$ cat src/rtl/noc_flit_pkg.sv
`default_nettype none
// ============================================================================
// Module  : noc_flit_pkg
// Brief   : Flit format shared by dataout_buf, the NI injection queue and router.
// Revision: 1.0
// ============================================================================
package noc_flit_pkg;

    localparam int FLIT_W      = 20;
    localparam int SRC_LSB     = 12;
    localparam int SRC_MSB     = 15;
    localparam int DEST_LSB    = 4;
    localparam int DEST_MSB    = 7;
    localparam int PAYLOAD_LSB = 0;
    localparam int PAYLOAD_MSB = 3;

    typedef logic [FLIT_W-1:0] flit_t;

    localparam flit_t NULL_FLIT = 20'h00000;

    function automatic logic [3:0] flit_src(input flit_t f);
        return f[SRC_MSB:SRC_LSB];
    endfunction

endpackage

`default_nettype wire

$ cat src/rtl/ni_fifo_core.sv
`default_nettype none
// ============================================================================
// Module  : ni_fifo_core
// Brief   : FWFT flit FIFO; a full queue still accepts a push when it pops.
// Revision: 1.0
// ============================================================================
module ni_fifo_core
    import noc_flit_pkg::*;
#(
    parameter int DEPTH = 16
) (
    input  logic                     clk,
    input  logic                     rst,
    input  logic                     push_cand,
    input  flit_t                    wr_data,
    input  logic                     rd_ready,
    output flit_t                    rd_data,
    output logic                     rd_valid,
    output logic [$clog2(DEPTH):0]   fill,
    output logic                     overflow
);

    localparam int                 c_PTR_W = $clog2(DEPTH);
    localparam logic [c_PTR_W:0]   c_FULL  = (c_PTR_W+1)'(DEPTH);

    flit_t                r_mem [DEPTH];
    logic [c_PTR_W-1:0]   r_wr_ptr;
    logic [c_PTR_W-1:0]   r_rd_ptr;
    logic [c_PTR_W:0]     r_fill;

    logic w_full;
    logic w_empty;
    logic w_pop;
    logic w_push;

    assign w_full   = (r_fill == c_FULL);
    assign w_empty  = (r_fill == '0);
    assign w_pop    = !w_empty && rd_ready;
    assign w_push   = push_cand && (!w_full || w_pop);
    assign overflow = push_cand && w_full && !w_pop;

    assign rd_valid = !w_empty;
    assign fill     = r_fill;
    // Gated so the output reads zero out of reset even though storage is not reset.
    assign rd_data  = w_empty ? NULL_FLIT : r_mem[r_rd_ptr];

    always_ff @(posedge clk) begin
        if (w_push) begin
            r_mem[r_wr_ptr] <= wr_data;
        end
    end

    always_ff @(posedge clk or negedge rst) begin
        if (!rst) begin
            r_wr_ptr <= '0;
            r_rd_ptr <= '0;
            r_fill   <= '0;
        end else begin
            if (w_push) begin
                r_wr_ptr <= r_wr_ptr + 1'b1;
            end
            if (w_pop) begin
                r_rd_ptr <= r_rd_ptr + 1'b1;
            end
            case ({w_push, w_pop})
                2'b10:   r_fill <= r_fill + 1'b1;
                2'b01:   r_fill <= r_fill - 1'b1;
                default: r_fill <= r_fill;
            endcase
        end
    end

endmodule

`default_nettype wire

$ cat src/rtl/ni_inject_queue.sv
`default_nettype none
// ============================================================================
// Module  : ni_inject_queue
// Brief   : NI injection queue: filters null/mis-sourced words, buffers flits.
// Revision: 1.0
// ============================================================================
module ni_inject_queue
    import noc_flit_pkg::*;
#(
    parameter int DEPTH   = 16,
    parameter int NODE_ID = 0
) (
    input  logic                     clk,
    input  logic                     rst,
    input  logic [FLIT_W-1:0]        in_data,
    input  logic                     in_valid,
    output logic [FLIT_W-1:0]        out_data,
    output logic                     out_valid,
    input  logic                     out_ready,
    output logic [$clog2(DEPTH):0]   fill,
    output logic [7:0]               drop_count,
    output logic [7:0]               null_count,
    output logic                     src_err
);

    localparam logic [3:0] c_NODE = 4'(NODE_ID);

    logic       w_is_null;
    logic       w_src_ok;
    logic       w_null_evt;
    logic       w_src_evt;
    logic       w_cand;
    logic       w_overflow;

    logic [7:0] r_drop_count;
    logic [7:0] r_null_count;
    logic       r_src_err;

    assign w_is_null  = (in_data == NULL_FLIT);
    assign w_src_ok   = (flit_src(in_data) == c_NODE);
    assign w_null_evt = in_valid && w_is_null;
    assign w_src_evt  = in_valid && !w_is_null && !w_src_ok;
    assign w_cand     = in_valid && !w_is_null && w_src_ok;

    ni_fifo_core #(
        .DEPTH (DEPTH)
    ) u_fifo (
        .clk       (clk),
        .rst       (rst),
        .push_cand (w_cand),
        .wr_data   (in_data),
        .rd_ready  (out_ready),
        .rd_data   (out_data),
        .rd_valid  (out_valid),
        .fill      (fill),
        .overflow  (w_overflow)
    );

    always_ff @(posedge clk or negedge rst) begin
        if (!rst) begin
            r_drop_count <= '0;
            r_null_count <= '0;
            r_src_err    <= 1'b0;
        end else begin
            if (w_overflow && (r_drop_count != 8'hFF)) begin
                r_drop_count <= r_drop_count + 8'd1;
            end
            if (w_null_evt && (r_null_count != 8'hFF)) begin
                r_null_count <= r_null_count + 8'd1;
            end
            if (w_src_evt) begin
                r_src_err <= 1'b1;
            end
        end
    end

    assign drop_count = r_drop_count;
    assign null_count = r_null_count;
    assign src_err    = r_src_err;

endmodule

`default_nettype wire

$ cat config.mk
export PLATFORM = sky130hd
export DESIGN_NAME = ni_inject_queue
export DESIGN_NICKNAME = d
export VERILOG_FILES = /design/src/rtl/noc_flit_pkg.sv /design/src/rtl/ni_fifo_core.sv /design/src/rtl/ni_inject_queue.sv
export SDC_FILE = /design/constraint.sdc
export NUM_CORES = 1
export LEC_CHECK = 0
export CAP_MARGIN = 20
export CORE_ASPECT_RATIO = 0.5
export CORE_MARGIN = 8
export CORE_UTILIZATION = 40
export CTS_CLUSTER_DIAMETER = 120
export CTS_CLUSTER_SIZE = 20
export DETAILED_ROUTE_END_ITERATION = 7
export PLACE_DENSITY_LB_ADDON = 0.2
export SLEW_MARGIN = 20
export SYNTH_ARGS = -nofsm -noshare
export SYNTH_HDL_FRONTEND = slang
export SYNTH_SLANG_ARGS = --single-unit
$ cat constraint.sdc
create_clock -name clk -period 8.7 [get_ports clk]
set_input_delay 0.87 -clock clk [delete_from_list [all_inputs] [get_ports clk]]
set_output_delay 0.87 -clock clk [all_outputs]
set_load 0.05 [all_outputs]
==> summary.txt, run 1 <==
Run status
  • Outcome: completed

Pwr
  • Sw power: 1.567 mW
  • Net Sw Frac: between 30 and 40%
  • Peak VDD IR: 0.0001738 V
  • Flop pwr share: 43.6%
  • Internal: 3.017 mW
  • Pleak: 5.089 nW
  • Clock power frac: 20.9%
  • Overall power: 4.584 mW
  • Comb pwr share: 35.5%
  • Pwr/cell area: 291.7 nW/um2

Yosys
  • EDFF count, synth: 320
  • Synthesis-stage register bit count: 350
  • Yosys warnings: 0
  • Synthesized instance count: 650
  • Sequential area share after synthesis: 74.89%
  • Distinct cells, synth: between 40 and 50
  • Mean Syn Cell Area: 21.28 um2
  • Ys async rst share: 8.571%
  • Post-Syn Nets: 684
  • Synth Flop Type: edfxtp_1
  • Cell area after synthesis: 13,830 um2

STA
  • Final Setup Violations: 0
  • Setup_tns: 0 ns
  • Unrepaired setup endpoints after global routing: false
  • Max-slew violation count: 0
  • Fin crit share: 53.49%
  • Post-route minimum period: ~4.7 ns
  • Max-slew headroom: ~40%
  • Final hold slack: between 0.4 and 0.5 ns
  • Worst-margin pin slew: 0.9168 ns
  • Max Clk Rate: 0.2149 GHz
  • Final WS setup: slightly above 4 ns
  • Final Hold Fails: 0
  • Final Skew: 0.02292 ns

Route
  • Vias: 6,478
  • Final wirelength: about 29,000 um
  • DRT iter0 DRCs: 507
  • Detail Route Antenna Nets: 0
  • Mean number of vias per cell: 5.358
  • DRC: 0
  • DR pass1 iterations: 6
  • Routed WL per cell: 23.69 um

Finish
  • Final non-filler cell total: around 1,200
  • Fin util: 45.83%
  • # nets final: 762
  • Share of layout cells above drive strength 1: 20.44%
  • Register area: a little over 10,000 um2
  • Layout filler cell count: approximately 2,900
  • Finished Cell Area: 15,720 um2
  • Area grow syn2layout: 13.61%
  • Antenna Cells: 0
  • Multi-input logic area: 3326 um2

Place
  • GPL Wtd Cong: 0.7380
  • Post-Place Worst Slack: 4.304 ns
  • Port-buffer cells: 66
  • Placed Cells: roughly 1,200
  • Placed instance area: 15,150 um2
  • HPWL after DPL: 16,290 um

Clock tree
  • Clock root buffer: clkbuf_16
  • Post_cts resized: 0
  • CTS Buffer Depth: 3
  • # Post-CTS Setup Buffers: 0
  • H-tree levels: 1
  • Hold Buf Count CTS: 0
  • Later-pin clock latency in the skew report: 0.53 ns
  • Clock buffer count from CTS: 21
  • # clock sinks: 350
  • CTS tree: built
  • Clk slew on worst S/H paths: 0.07 ns

GRT
  • Antenna violations before repair: 0
  • Vias in the first global route: 6,855
  • First-pass GRT wire length: between 40,000 and 50,000 um
  • Gr usage total: between 10% and 20%
  • Grt ovf: 0
  • Largest net degree at the start of global routing: 60

Worst setup path
  • Arrival time of the worst setup path: about 3.8 ns
  • Critical-path maximum fanout: 31
  • Crit path kind: reg -> out
  • CP startpoint: u_fifo.r_rd_ptr[0]
  • CP Capture Type: primary output
  • Worst setup SP type: flop
  • Worst reg2reg startpoint: u_fifo.fill[1]
  • CP Data Required Time: slightly below 8 ns

Worst hold path
  • Hold_sp: u_fifo.r_rd_ptr[3]
  • HP Class: reg -> reg

Floorplanning
  • Die area: 41,150 um2
  • DIE HEIGHT: 147.5 um
  • # IOs: 67
  • Initial Utilization: 40.34%
  • Chip Width: 279.0 um
  • Row Count: 48
  • Placeable Area: between 30,000 and 40,000 um2

Run
  • Max-Cap Viols: 0
-- power groups by stage --
stage | Clock (mW) | Combinational [mW] | Sequential [mW]
2_1_floorplan | 0 | 1.21 | 1.98
3_3_place_gp | 0 | 1.66 | 2.04
3_5_place_dp | 0 | 1.66 | 2.04
4_1_cts | 0.990 | 1.67 | 2.00
5_1_grt | 1.05 | 1.73 | 2.02
6_report | 0.960 | 1.63 | 2.00
-- path summary, 6_finish.rpt --
path | endpoint | slack [ns] | cells after the start
min reg2reg | u_fifo.r_rd_ptr[3] | 0.47 | 1
max | out_data[8] | 4.05 | 5
min in group asynchronous | null_count[1] | 0.73 | 2
min | u_fifo.r_rd_ptr[3] | 0.47 | 1
max reg2reg | u_fifo.fill[4] | 5.72 | 10
max in group asynchronous | u_fifo.r_rd_ptr[0] | 7.64 | 2
-- placed cells by master, fill, tap and decap left out, drive strengths merged, types with 2 or more instances in the layout --
cell and count:
nand2 13, nor3 2, mux2 4, nand3b 2
ha 10, nand4 10, dfrtp 30, inv 7
nor4 7, nand2b 2, o22ai 20, and3 18
mux4 80, mux2i 41, and2 2, a21oi 2
buf 24, nand3 2, clkbuf 27, edfxtp 320
nor2 5, xor2 8, xnor2 18, nor4b 2
clkdlybuf4s50 66
-- critical path, cell delays in order (launching register included) --
cell and delay (ns):
dfrtp_4 0.84, buf_4 0.63, mux4_2 0.57, mux2i_1 0.25, o22ai_1 0.18, clkdlybuf4s50_1 0.75
-- logic make-up (layout without fill, tap and decap cells) --
logic type	after synthesis	in the layout	synth area share [%]
simple gates	70	70	3.510
fa+ha+maj	10	10	0.9045
flops	350	350	74.89
xor+xnor	26	26	1.646
mux	125	125	16.32
compound gates	29	29	1.502
buf+inv	40	124	1.230
-- sequential cells by signal, summed over array words and instances (netlist names) --
signal	count
null_count	8
drop_count	8
u_fifo.r_mem	320
u_fifo.r_wr_ptr	4
u_fifo.fill	5
u_fifo.r_rd_ptr	4
src_err	1
-- Yosys cell counts, drive strengths merged, types with 2 or more instances --
library cell  number  area share, %
nor3               2          0.072
nor4b              2           0.13
mux2               4           0.33
o22ai             20           0.90
ha                10           0.90
edfxtp           320             69
inv                5           0.14
nor4               7           0.78
mux4              80             13
dfrtp             30            5.4
nand2b             2          0.090
nand3b             2           0.11
nand3              2          0.072
xor2               8           0.51
buf               19           0.66
nand2             13           0.35
and3              18           0.86
nor2               5           0.14
a21oi              2          0.072
nand4             10           0.50
clkbuf            16           0.43
and2               2          0.090
mux2i             41            3.0
xnor2             18            1.1
-- routing by layer --
metal  routed length, um  part of all wire, %  vias to the layer above  GRT usage, %
met5                   0                    0                        -             0
met4                 420                  1.5                        0         2.389
met3                1227                  4.3                       27         2.549
met2               13170                   46                      127         21.65
met1               13820                   48                     3494         20.17
li1                    -                    -                     2830             -
-- final cells by class --
type | count | area share, %
timing repair buffer | 90 | 5.350
clock buffer | 27 | 3.487
sequential | 350 | 65.97
tap | 475 | 3.782
multi-input combinational | 260 | 21.16
inverter | 5 | 0.1194
clock inverter | 2 | 0.1274
Power figures use the tool's default switching activity.
==> run 2: changes to the inputs <==
- clock period: 8.7 -> 4.5 ns (I/O delays scaled with it)
==> summary.txt, run 2 (same netlist as run 1, synthesis figures left out) <==
STA
  • Final Hold Fails: 0 (unchanged)
  • Max Clk Rate: 0.2722 GHz
  • Max-slew violation count: 0 (unchanged)
  • Max-slew headroom: 38.32% (-0.57 points)
  • Fin crit share: 81.64%
  • Setup_tns: 0 ns (unchanged)
  • Post-route minimum period: 3.674 ns
  • Final Setup Violations: 0 (unchanged)
  • Final WS setup: 0.8262 ns (-3.221 ns)
  • Final Skew: 0.01626 ns (-0.006657 ns)
  • Worst-margin pin slew: 0.9224 ns (+0.005611 ns)
  • Final hold slack: 0.4343 ns (-0.03769 ns)
  • Unrepaired setup endpoints after global routing: false

Pwr
  • Pleak: 5.188 nW (+1.9%)
  • Overall power: 8.967 mW (+96%)
  • Pwr/cell area: 564.5 nW/um2 (+94%)
  • Peak VDD IR: 0.0002766 V (+59%)

Clock tree
  • Post_cts resized: 0 (unchanged)
  • CTS Buffer Depth: 3 (unchanged)
  • Clock buffer count from CTS: 21 (unchanged)
  • H-tree levels: 1 (unchanged)
  • Later-pin clock latency in the skew report: 0.53 ns (about the same)
  • # Post-CTS Setup Buffers: 0 (unchanged)
  • Hold Buf Count CTS: 0 (unchanged)
  • CTS tree: built
  • Clk slew on worst S/H paths: 0.08 ns (about the same)
  • Clock root buffer: clkbuf_16
  • # clock sinks: 350 (unchanged)

Finish
  • Share of layout cells above drive strength 1: 21.73% (+1.3 points)
  • Biggest register: u_fifo.r_mem
  • Largest register FFs: 320 (unchanged)
  • Most frequent cells in the layout: edfxtp_1 (320), mux4_2 (80), clkdlybuf4s50_1 (66)
  • Area grow syn2layout: 14.83%
  • Most common cell after layout, fill and taps aside: edfxtp_1
  • # nets final: 778 (+2.1%)

Worst setup path
  • Crit path kind: reg -> out
  • CP Capture Type: primary output
  • Critical-path maximum fanout: 32 (+3.2%)
  • Arrival time of the worst setup path: 3.22 ns (-0.56 ns)
  • CP startpoint: u_fifo.r_rd_ptr[0]
  • CP Data Required Time: 4.05 ns (-3.78 ns)
  • Worst setup SP type: flop
  • Worst reg2reg startpoint: u_fifo.fill[1]

Route
  • Vias: 6,604 (+1.9%)
  • DR pass1 iterations: 5 (-1)
  • Mean number of vias per cell: 5.387 (+0.53%)
  • DRC: 0 (unchanged)
  • Routed WL per cell: 25.05 um (+5.8%)
  • Detail Route Antenna Nets: 0 (unchanged)
  • DRT iter0 DRCs: 546 (+7.7%)
  • Final wirelength: 30,710 um (+7.2%)

GRT
  • Gr usage total: 14.83% (+1.1 points)
  • Vias in the first global route: 6,992 (+2.0%)
  • First-pass GRT wire length: 45,250 um (+4.9%)
  • Largest net degree at the start of global routing: 39 (-35%)
  • Antenna violations before repair: 0 (unchanged)
  • Grt ovf: 0 (unchanged)

Floorplanning
  • Row Count: 48 (unchanged)
  • Chip Width: 279.0 um (unchanged)
  • Initial Utilization: 40.34% (unchanged)
  • Placeable Area: 34,290 um2 (unchanged)
  • Die area: 41,150 um2 (unchanged)
  • DIE HEIGHT: 147.5 um (unchanged)
  • # IOs: 67 (unchanged)

Run status
  • Outcome: completed

Worst hold path
  • HP Class: in -> async

Place
  • Port-buffer cells: 66 (unchanged)
  • Post-Place Worst Slack: 0.4745 ns (-3.830 ns)
  • HPWL after DPL: 16,640 um (+2.2%)
  • GPL Wtd Cong: 0.7334 (-0.62%)

Run
  • Max-Cap Viols: 0 (unchanged)
run 2: cell count changes in the layout (fill, tap and decap cells not counted):
cell	previous run	this run
and3_2	4	1
buf_12	0	4
and3_1	13	16
diode_2	0	1
buf_4	24	36
run 2: metal layers:
layer	global-route usage [%]	share of wire (%)
met1	21.49	46
met2	23.74	46
met3	2.549	5.7
met4	2.597	1.7
met5	0	0
run 2: report_power, final:
part           total [mW]  leakage, nW  switching (mW)  internal, mW
logic                3.24         1.65            1.84          1.40
clock network        1.86        0.276           0.998         0.863
registers            3.86         3.26           0.232          3.63
total                8.97         5.19            3.07          5.89
run 2: area by class of cell:
class / count / area [um2]
flip-flops and latches: 350 / 10370
multi-input cells: 260 / 3322
repair buffers: 106 / 1011
inverters: 5 / 18.77
clock buffers: 27 / 548.0
fillers: 2878 / 18410
clock inverters: 2 / 20.02
well taps: 475 / 594.3
diodes: 1 / 2.502
run 2: stage by stage:
step	utilization (%)	instance area (um2)	cells
floorplan	-	13830	650
detailed placement	44.66	15310	1196
CTS	46.31	15880	1225
finish	46.32	15890	1226
global route	46.31	15880	1225
global placement	44.66	15310	1196
run 2: worst paths after layout:
path,slack [ns],depth (start not counted),end
worst max register to register,1.64,10,u_fifo.fill[4]
worst min register to register,0.49,1,src_err
min in group clk,0.49,1,src_err
worst min-delay path,0.43,1,null_count[0]
max in group asynchronous,3.36,2,u_fifo.r_rd_ptr[0]
worst max-delay path,0.83,5,out_data[10]
run 2: critical path: stages (launching register included):
cell and delay [ns]:
dfrtp_4 0.70, buf_12 0.33, mux4_2 0.55, mux2i_1 0.17, o22ai_1 0.16, clkdlybuf4s50_1 0.75
==> run 3: changes to the inputs <==
- clock period: 4.5 -> 3.5 ns (I/O delays scaled with it)
==> summary.txt, run 3 (same netlist as run 1, synthesis figures left out) <==
GRT
  • First-pass GRT wire length: 46,590 um (+3.0%)
  • Grt peak-use layer: met2
  • GRT met1 Usage: 21.85% (+0.36 points)
  • Met3 Usage GRT: 2.486% (-0.063 points)
  • Grt ovf: 0 (unchanged)
  • Largest net degree at the start of global routing: 45 (+15%)
  • Antenna violations before repair: 0 (unchanged)
  • Gr usage total: 15.09% (+0.26 points)
  • GR Layer Usage met2: 24.30% (+0.56 points)
  • Vias in the first global route: 7,198 (+2.9%)

Floorplanning
  • # IOs: 67 (unchanged)
  • Initial Utilization: 40.34% (unchanged)
  • DIE HEIGHT: 147.5 um (unchanged)
  • Chip Width: 279.0 um (unchanged)
  • Die area: 41,150 um2 (unchanged)
  • Row Count: 48 (unchanged)
  • Placeable Area: 34,290 um2 (unchanged)

STA
  • Final Skew: 0.03103 ns (+0.01477 ns)
  • Max-slew violation count: 0 (unchanged)
  • Final Hold Fails: 0 (unchanged)
  • Final WS setup: 0.3172 ns (-0.5090 ns)
  • Setup_tns: 0 ns (unchanged)
  • Final hold slack: 0.3347 ns (-0.09970 ns)
  • Worst-margin pin slew: 0.9030 ns (-0.01935 ns)
  • Max Clk Rate: 0.3142 GHz
  • Max-slew headroom: 39.61% (+1.3 points)
  • Fin crit share: between 90% and 100%
  • Final Setup Violations: 0 (unchanged)
  • Unrepaired setup endpoints after global routing: false
  • Post-route minimum period: 3.183 ns

Worst setup path
  • CP Data Required Time: 3.15 ns (-0.90 ns)
  • CP dominant cell by count: buf_4
  • Crit path max-delay cell type: dfrtp_4
  • Critical-path maximum fanout: 26 (-19%)
  • Crit path cell chain: buf_4, mux4_2, mux2i_1, o22ai_1, buf_4
  • Worst setup SP type: flop
  • CP Capture Type: primary output
  • Crit path kind: reg -> out
  • Arrival time of the worst setup path: 2.83 ns (-0.39 ns)
  • CP max stage delay: 0.84 ns (+0.09 ns)

Pwr
  • Peak VDD IR: 0.0004224 V (+53%)
  • Flop pwr share: 43.5% (+0.4 points)
  • Comb pwr share: 35.7% (-0.5 points)
  • Pwr/cell area: 724.8 nW/um2 (+28%)
  • Internal: 7.553 mW (+28%)
  • Overall power: 11.57 mW (+29%)
  • Pleak: 5.287 nW (+1.9%)
  • Net Sw Frac: 34.73% (+0.43 points)
  • Clock power frac: 20.8% (about the same)
  • Sw power: 4.019 mW (+31%)

Clock tree
  • # clock sinks: 350 (unchanged)
  • H-tree levels: 1 (unchanged)
  • # Post-CTS Setup Buffers: 0 (unchanged)
  • CTS Buffer Depth: 3 (unchanged)
  • Clock buffer count from CTS: 21 (unchanged)
  • Later-pin clock latency in the skew report: 0.53 ns (about the same)
  • Hold Buf Count CTS: 0 (unchanged)
  • CTS tree: built
  • Clock root buffer: clkbuf_16
  • Clk slew on worst S/H paths: 0.09 ns (about the same)
  • Post_cts resized: 0 (unchanged)

Route
  • Vias: 6,769 (+2.5%)
  • Detail Route Antenna Nets: 0 (unchanged)
  • Final wirelength: 31,380 um (+2.2%)
  • Routed WL per cell: 25.31 um (+1.0%)
  • DR pass1 iterations: 5 (unchanged)
  • DRC: 0 (unchanged)
  • Mean number of vias per cell: 5.459 (+1.3%)
  • DRT iter0 DRCs: 534 (-2.2%)

Run
  • Max-Cap Viols: 0 (unchanged)

Finish
  • Share of layout cells above drive strength 1: 25.88% (+4.1 points)
  • Most frequent cells in the layout: edfxtp_1 (320), mux4_2 (80), buf_4 (70)
  • Antenna Cells: 0 (-1)
  • Area grow syn2layout: 15.42%
  • Final non-filler cell total: 1,240 (+1.1%)
  • # nets final: 793 (+1.9%)
  • Layout filler cell count: 2,866 (-0.42%)
  • Finished Cell Area: 15,970 um2 (+0.51%)
  • Fin util: 46.56% (+0.24 points)
  • Biggest register: u_fifo.r_mem
  • Largest register FFs: 320 (unchanged)
  • Most common cell after layout, fill and taps aside: edfxtp_1

Worst hold path
  • HP Class: in -> async

Place
  • Placed Cells: 1,211 (+1.3%)
  • Port-buffer cells: 66 (unchanged)
  • Placed instance area: 15,400 um2 (+0.55%)
  • Post-Place Worst Slack: 0.2727 ns (-0.2017 ns)
  • HPWL after DPL: 17,910 um (+7.6%)
  • GPL Wtd Cong: 0.7369 (+0.48%)

Run status
  • Outcome: completed
[run 3: cell count changes in the layout (fill, tap and decap cells not counted)]
cell and change:
nor4b_4 +1, buf_12 +1, diode_2 -1, nor4b_2 -1
clkdlybuf4s50_1 -20, buf_4 +34
[run 3: path summary, 6_finish.rpt]
| kind | depth (start not counted) | slack, ns | start | endpoint |
|---|---|---|---|---|
| min reg2reg | 1 | 0.51 | src_err | src_err |
| max | 5 | 0.32 | u_fifo.r_rd_ptr[0] | out_data[13] |
| min | 1 | 0.33 | rst | drop_count[1] |
| min in group clk | 3 | 0.41 | in_valid | src_err |
| max reg2reg | 10 | 0.90 | u_fifo.fill[1] | u_fifo.fill[4] |
| max in group asynchronous | 1 | 2.48 | rst | u_fifo.r_rd_ptr[0] |
[run 3: critical path, delay by kind of cell, from the launching register on]
kind	cells	cell delay (ns)
AOI/OAI and AO/OA	1	0.21
muxes	2	0.71
DFF	1	0.84
buffers and inverters	2	0.58
[run 3: area by class of cell]
class	count	area (um2)	area share [%]
Sequential cell	350	10370	64.94
Multi-Input combinational cell	260	3331	20.86
Timing Repair Buffer	121	1086	6.802
Tap cell	475	594.3	3.722
Clock buffer	27	548.0	3.432
Clock inverter	2	20.02	0.1254
Inverter	5	18.77	0.1175
[run 3: power by group through the flow]
stage | clock network, mW | registers, mW | logic (mW)
floorplan | 0 | 4.93 | 3.02
global placement | 0 | 5.14 | 4.19
detailed placement | 0 | 5.13 | 4.21
CTS | 2.48 | 5.04 | 4.22
global route | 2.63 | 5.07 | 4.39
finish | 2.41 | 5.03 | 4.14
[run 3: layer usage]
layer,vias up,wire (um)
met5,-,0
met1,3692,14570
met2,160,14690
li1,2886,-
met3,31,1637
met4,0,483
